===== src/rtl/ram_arbiter_pkg.sv =====
// Purpose : shared types for the instruction/data RAM arbiter.
// Latency : n/a (types and constants only).
// Backpressure: n/a.
//
// Holds the controller state encoding, the requester identity, and the
// byte-lane count of the default 32-bit word.
package ram_arbiter_pkg;

  localparam int WORD_W = 32;
  localparam int BYTES  = WORD_W / 8;

  typedef enum logic [2:0] {
    ST_IDLE,
    ST_RD,
    ST_RD_DONE,
    ST_RMW_RD,
    ST_RMW_MERGE,
    ST_WR
  } state_t;

  typedef enum logic {
    PORT_I,
    PORT_D
  } port_t;

endpackage


===== src/rtl/ram_arbiter_byte_merge.sv =====
// Purpose : lane-wise merge of a new word into an old word under byte enables.
// Latency : combinational.
// Backpressure: none; pure function of its inputs.
//
// Ports:
//   old_word - existing word (e.g. RAM read data)
//   new_word - store data
//   byteen   - lane k selects new_word[8k+7:8k], otherwise old_word lane
//   merged   - resulting word
module byte_merge #(
  parameter int DATA_W = 32
) (
  input  logic [DATA_W-1:0]   old_word,
  input  logic [DATA_W-1:0]   new_word,
  input  logic [DATA_W/8-1:0] byteen,
  output logic [DATA_W-1:0]   merged
);

  always_comb begin
    merged = old_word;
    for (int k = 0; k < DATA_W / 8; k++) begin
      if (byteen[k]) begin
        merged[8*k +: 8] = new_word[8*k +: 8];
      end
    end
  end

endmodule


===== src/rtl/ram_arbiter.sv =====
// Purpose : shares one single-port word RAM between CPU instruction and data ports.
// Latency : read ack in cycle 2, full store cycle 1, partial store (read-modify-write) cycle 3.
// Backpressure: requests are held until ack; a waiting port is served after at most one foreign transaction.
//
// Ports:
//   clk, reset            - single clock, synchronous active-high reset
//   i_req/i_addr          - instruction fetch request and byte address
//   i_rdata/i_ack         - fetched word, valid during the one-cycle ack
//   d_read/d_write/d_addr - data request (both high = write) and byte address
//   d_wdata/d_byteen      - store data and per-byte lane enables
//   d_rdata/d_ack         - load word, valid during the one-cycle ack
//   ram_addr/ram_wdata    - word index and write data to the RAM
//   ram_wen               - whole-word write enable
//   ram_rdata             - RAM read data, one cycle after ram_addr
module ram_arbiter
  import ram_arbiter_pkg::*;
#(
  parameter int ADDR_W = 32,
  parameter int DATA_W = 32
) (
  input  logic                clk,
  input  logic                reset,
  input  logic                i_req,
  input  logic [ADDR_W-1:0]   i_addr,
  output logic [DATA_W-1:0]   i_rdata,
  output logic                i_ack,
  input  logic                d_read,
  input  logic                d_write,
  input  logic [ADDR_W-1:0]   d_addr,
  input  logic [DATA_W-1:0]   d_wdata,
  input  logic [DATA_W/8-1:0] d_byteen,
  output logic [DATA_W-1:0]   d_rdata,
  output logic                d_ack,
  output logic [ADDR_W-1:0]   ram_addr,
  output logic [DATA_W-1:0]   ram_wdata,
  output logic                ram_wen,
  input  logic [DATA_W-1:0]   ram_rdata
);

  localparam int LANES = DATA_W / 8;

  state_t            state;
  port_t             last_grant;
  port_t             grant;
  port_t             pick;
  logic [DATA_W-1:0] wdata_q;
  logic [LANES-1:0]  byteen_q;
  logic [DATA_W-1:0] i_rdata_q;
  logic [DATA_W-1:0] d_rdata_q;
  logic [DATA_W-1:0] merged_w;
  logic [ADDR_W-1:0] i_word;
  logic [ADDR_W-1:0] d_word;
  logic              d_req;
  logic              any_req;
  logic              unused_addr_lsbs;

  // Word index: byte address with the lane bits dropped.
  assign i_word = {2'b00, i_addr[ADDR_W-1:2]};
  assign d_word = {2'b00, d_addr[ADDR_W-1:2]};
  assign unused_addr_lsbs = ^{i_addr[1:0], d_addr[1:0]};

  assign d_req   = d_read | d_write;
  assign any_req = i_req | d_req;

  // Round-robin: on a tie, serve the port that did not win last time.
  always_comb begin
    pick = PORT_I;
    if (i_req && d_req) begin
      pick = (last_grant == PORT_I) ? PORT_D : PORT_I;
    end else if (d_req) begin
      pick = PORT_D;
    end
  end

  // Old word comes straight from the RAM in RMW_MERGE, when ram_rdata is valid.
  byte_merge #(
    .DATA_W (DATA_W)
  ) u_byte_merge (
    .old_word (ram_rdata),
    .new_word (wdata_q),
    .byteen   (byteen_q),
    .merged   (merged_w)
  );

  // The RAM read data is valid in RD_DONE, the same cycle as the ack, so the
  // output bypasses the capture register during the ack cycle.
  assign i_rdata = i_ack ? ram_rdata : i_rdata_q;
  assign d_rdata = d_ack ? ram_rdata : d_rdata_q;

  always_ff @(posedge clk) begin
    if (reset) begin
      state      <= ST_IDLE;
      last_grant <= PORT_I;
      grant      <= PORT_I;
      wdata_q    <= '0;
      byteen_q   <= '0;
      i_rdata_q  <= '0;
      d_rdata_q  <= '0;
      i_ack      <= 1'b0;
      d_ack      <= 1'b0;
      ram_wen    <= 1'b0;
      ram_addr   <= '0;
      ram_wdata  <= '0;
    end else begin
      // Acks and write enable are single-cycle pulses.
      i_ack   <= 1'b0;
      d_ack   <= 1'b0;
      ram_wen <= 1'b0;

      case (state)
        ST_IDLE: begin
          if (any_req) begin
            grant      <= pick;
            last_grant <= pick;
            ram_addr   <= (pick == PORT_I) ? i_word : d_word;
            wdata_q    <= d_wdata;
            byteen_q   <= d_byteen;
            // d_write wins over d_read when both are raised.
            if (pick == PORT_D && d_write) begin
              if (d_byteen == '1) begin
                state     <= ST_WR;
                ram_wen   <= 1'b1;
                ram_wdata <= d_wdata;
                d_ack     <= 1'b1;
              end else if (d_byteen == '0) begin
                // Empty store: complete without touching the RAM.
                state <= ST_WR;
                d_ack <= 1'b1;
              end else begin
                state <= ST_RMW_RD;
              end
            end else begin
              state <= ST_RD;
            end
          end
        end

        ST_RD: begin
          state <= ST_RD_DONE;
          if (grant == PORT_I) begin
            i_ack <= 1'b1;
          end else begin
            d_ack <= 1'b1;
          end
        end

        ST_RD_DONE: begin
          if (grant == PORT_I) begin
            i_rdata_q <= ram_rdata;
          end else begin
            d_rdata_q <= ram_rdata;
          end
          ram_addr <= '0;
          state    <= ST_IDLE;
        end

        ST_RMW_RD: begin
          state <= ST_RMW_MERGE;
        end

        ST_RMW_MERGE: begin
          state     <= ST_WR;
          ram_wdata <= merged_w;
          ram_wen   <= |byteen_q;
          d_ack     <= 1'b1;
        end

        ST_WR: begin
          ram_addr <= '0;
          state    <= ST_IDLE;
        end

        default: begin
          ram_addr <= '0;
          state    <= ST_IDLE;
        end
      endcase
    end
  end

endmodule


===== config.mk =====
export PLATFORM = sky130hd
export DESIGN_NAME = ram_arbiter
export DESIGN_NICKNAME = d
export VERILOG_FILES = /design/src/rtl/ram_arbiter_pkg.sv /design/src/rtl/ram_arbiter_byte_merge.sv /design/src/rtl/ram_arbiter.sv
export SDC_FILE = /design/constraint.sdc
export NUM_CORES = 1
export LEC_CHECK = 0
export BUFFER_PORTS_ARGS = -buffer_cell sky130_fd_sc_hd__buf_2
export CAP_MARGIN = 40
export CORE_MARGIN = 5
export CORE_UTILIZATION = 36
export DETAILED_ROUTE_END_ITERATION = 10
export PLACE_DENSITY = 0.62
export SYNTH_ARGS = -nofsm -noshare
export SYNTH_HDL_FRONTEND = slang
export SYNTH_SLANG_ARGS = --single-unit

===== constraint.sdc =====
create_clock -name clk -period 1.7 [get_ports clk]
set_input_delay 0.17 -clock clk [delete_from_list [all_inputs] [get_ports clk]]
set_output_delay 0.17 -clock clk [all_outputs]
set_load 0.05 [all_outputs]

==> impl_metrics.toml <==
[status]
status = "finished, violations left"
violations = "negative setup slack"

[synth]
synthXorXnorAreaFrac_pct = 0
synth_top_family_by_area = "simple AND/OR/NAND/NOR gates"
syn_area_per_cell_um2 = 8.33
yosysUniqueCellTypes = 38
synth_ff_type = "dfxtp_1"
synthCells = 941
synth_mux_area_share_pct = 17.7
yosys.area_share.simple_pct = 18.7
synth_edf_count = 0
ys_ff_latch = 169
ys_seq_area_share_pct = 43.2
synth_warnings = 0
async_flop_share_pct = 0
syn_area_um2 = 7840
synth-compound-area-share_pct = 15.1
synth_fa_ha_area_share_pct = 0

[critical_path]
crit_chain = "buf_12, mux2_2, buf_6"
start_kind = "register"
path_buf_inv = 2
r2r-start = "state[0]$_SDFFE_PP0P_"
end_kind = "primary output"
crit_slowest_cell = "dfxtp_4"
cp.required_ps = 1530
arrival_ps = 1560
worst_path_largest_cell_delay_ps = 430
crit_family = "flip-flops"
cp_max_fo = 11
startpoint = "d_ack$_SDFF_PP0_"
criticalPathCategory = "reg -> out"

[routing]
routedWlPerCell_um = 16.7
wl_mm = 25.2
vias = 7555
dr.pass1.iters = 5
ant_nets = 0
drc = 0
drt_iter0_drc = 335
viasPerCell = 5.01

[timing]
setup_tns_ps = -177
slew_violations = 0
max_slew_margin_pct = 59.2
worst_slack_ps = -29.3
finalHoldViolCount = 0
setup_violations = 11
tightest_slew_ps = 610
rsz0062_at_grt = "true"
fmax_mhz = 578
skew_ps = 11.0
post-route-period-util_pct = 102
layout_min_cycle_time_ps = 1730

[floorplan]
rows = 54
die_x_um = 158
core_um2 = 21600
start_util_pct = 36.3
die_h_um = 158
dieArea_um2 = 24800
num_io_pins = 268

[global_routing]
met1_usage_pct = 25.4
antenna_found_initial = 1
grt_pass1_wl_mm = 38.9
grt_max_degree = 60
top_usage_layer = "met2"
globalRouteMet2Util_pct = 33.1
grt.overflow.total = 0
grt_usage_pct = 19.7
grt_use_met3_pct = 5.36
grt_pass1_vias = 7329

[pwr]
ir_worst_vdd_mv = 0.681
leakagePower_nw = 4.56
p_per_area_nw_per_um2 = 1090

[final_layout]
area_growth_pct = 42.8
multi_input_area_um2 = 4200
diodes = 0
stdcell_area_um2 = 11200
fill_cells = 2031
drive_above_1_share_pct = 35.8
mostFrequentLayoutCell = "nand2_1"
regArea_um2 = 3390
final_nets = 1354
layout_common_cells = "nand2_1, buf_2, a21oi_1"

[placed_design]
postPlaceCellArea_um2 = 9610
gp_congestion = 0.828
dp_hpwl_mm = 16.9
io_buffers = 261

[cts]
insertion_delay_ps = 430
clock_path_buffers = 2
cts_root_buf = "clkbuf_16"
cts_buffers = 17
htree_levels = 4
clkSlewWorstSetupHoldPaths_ps = 70
clock_sinks = 169
cts_tree = "yes"

[min_path]
worstHoldStart = "d_wdata[27]"
min_path_type = "in -> reg"

[job]
drv_cap = 0
[worst register-to-register path: cells and delay by family, from the launching register on]
family                 cells  cell delay [ps]
buffers and inverters      2              340
flip-flops                 1              360
AND/OR/NAND/NOR            1              350
AO/OA/AOI/OAI              3              460
[registers in the layout, indices dropped and copies added (netlist names)]
register	count
ram_wdata	32
ram_wen	1
i_rdata_q	32
d_ack	1
d_rdata_q	32
byteen_q	4
i_ack	1
ram_addr	30
grant	1
wdata_q	32
state	3
[cell families (layout without fill, tap and decap cells)]
group                  Yosys count  after routing
flip-flops                     169            169
multiplexers                   127            127
buffers and inverters           82            369
AND/OR/NAND/NOR                352            352
other                            1              2
AO/OA/AOI/OAI                  210            210
[metal layers]
layer  wire length, µm  share of wire, %  up-vias
met5                11             0.044        -
li1                  -                 -     3762
met4               356               1.4        2
met1             11000                44     3537
met3              1650               6.6       28
met2             12100                48      226
[through the flow]
stage / hold slack [ps] / util, % / setup slack (ps) / total power, mW / std cells
after floorplan: 306 / - / 0.657 / 7.12 / 942
after global placement: 426 / 44.4 / 84.2 / 8.13 / 1439
after detailed placement: 431 / 44.4 / 46.4 / 8.17 / 1439
after CTS: 0.237 / 50.8 / -57.9 / 12.2 / 1507
after global routing: 13.6 / 51.7 / -80.6 / 12.8 / 1509
final: 20.4 / 51.7 / -29.3 / 12.2 / 1509
[Yosys cell counts (2+ instances only)]
cell | number | area [µm²]
mux2_1 | 8 | 90.1
nor2_1 | 3 | 11.3
a21oi_1 | 167 | 836
mux2_2 | 87 | 980
mux2i_1 | 32 | 320
buf_2 | 42 | 210
a21o_1 | 2 | 15.0
nor3_4 | 2 | 32.5
buf_6 | 4 | 45.0
nand3_1 | 30 | 150
nand2b_1 | 2 | 12.5
o2111ai_1 | 2 | 17.5
o211ai_1 | 32 | 240
buf_4 | 6 | 45.0
a41oi_1 | 2 | 17.5
clkbuf_1 | 24 | 90.1
nand2_1 | 297 | 1110
nor3b_2 | 2 | 25.0
nor4_1 | 5 | 31.3
dfxtp_1 | 169 | 3380
buf_1 | 6 | 22.5
[final cells by class]
type	instances	share of cell area (%)
Multi-Input combinational cell	691	37.5
Tap cell	280	3.13
Clock inverter	12	0.828
Timing Repair Buffer	338	24.1
Clock buffer	19	4.05
Sequential cell	169	30.3
[repair_timing]
action | 4_1_cts | 5_1_grt
endpoints found under the setup margin | 58 | 94
gates cloned | 2 | 2
buffers inserted | 1 | 0
gates resized for setup | 140 | 40
hold buffers | 34 | 0
pin swaps | 0 | 1
hold endpoints to repair | 34 | 0
[path summary, 6_finish.rpt]
kind / endpoint / slack [ps] / cells past startpoint
worst max-delay path: d_rdata[20] / -30 / 3
worst max register to register: ram_wdata[10]$_SDFFE_PP0P_ / 120 / 6
worst min register to register: ram_addr[8]$_SDFFE_PP0P_ / 450 / 2
worst min-delay path: wdata_q[27]$_SDFFE_PP0P_ / 20 / 3
[power by group]
group / switching, mW / total (mW) / internal [mW]
clock: 1.69 / 3.65 / 1.96
sequential: 0.214 / 4.52 / 4.31
combinational: 2.48 / 3.98 / 1.51
Note: power is estimated with default switching activity, not from simulation.
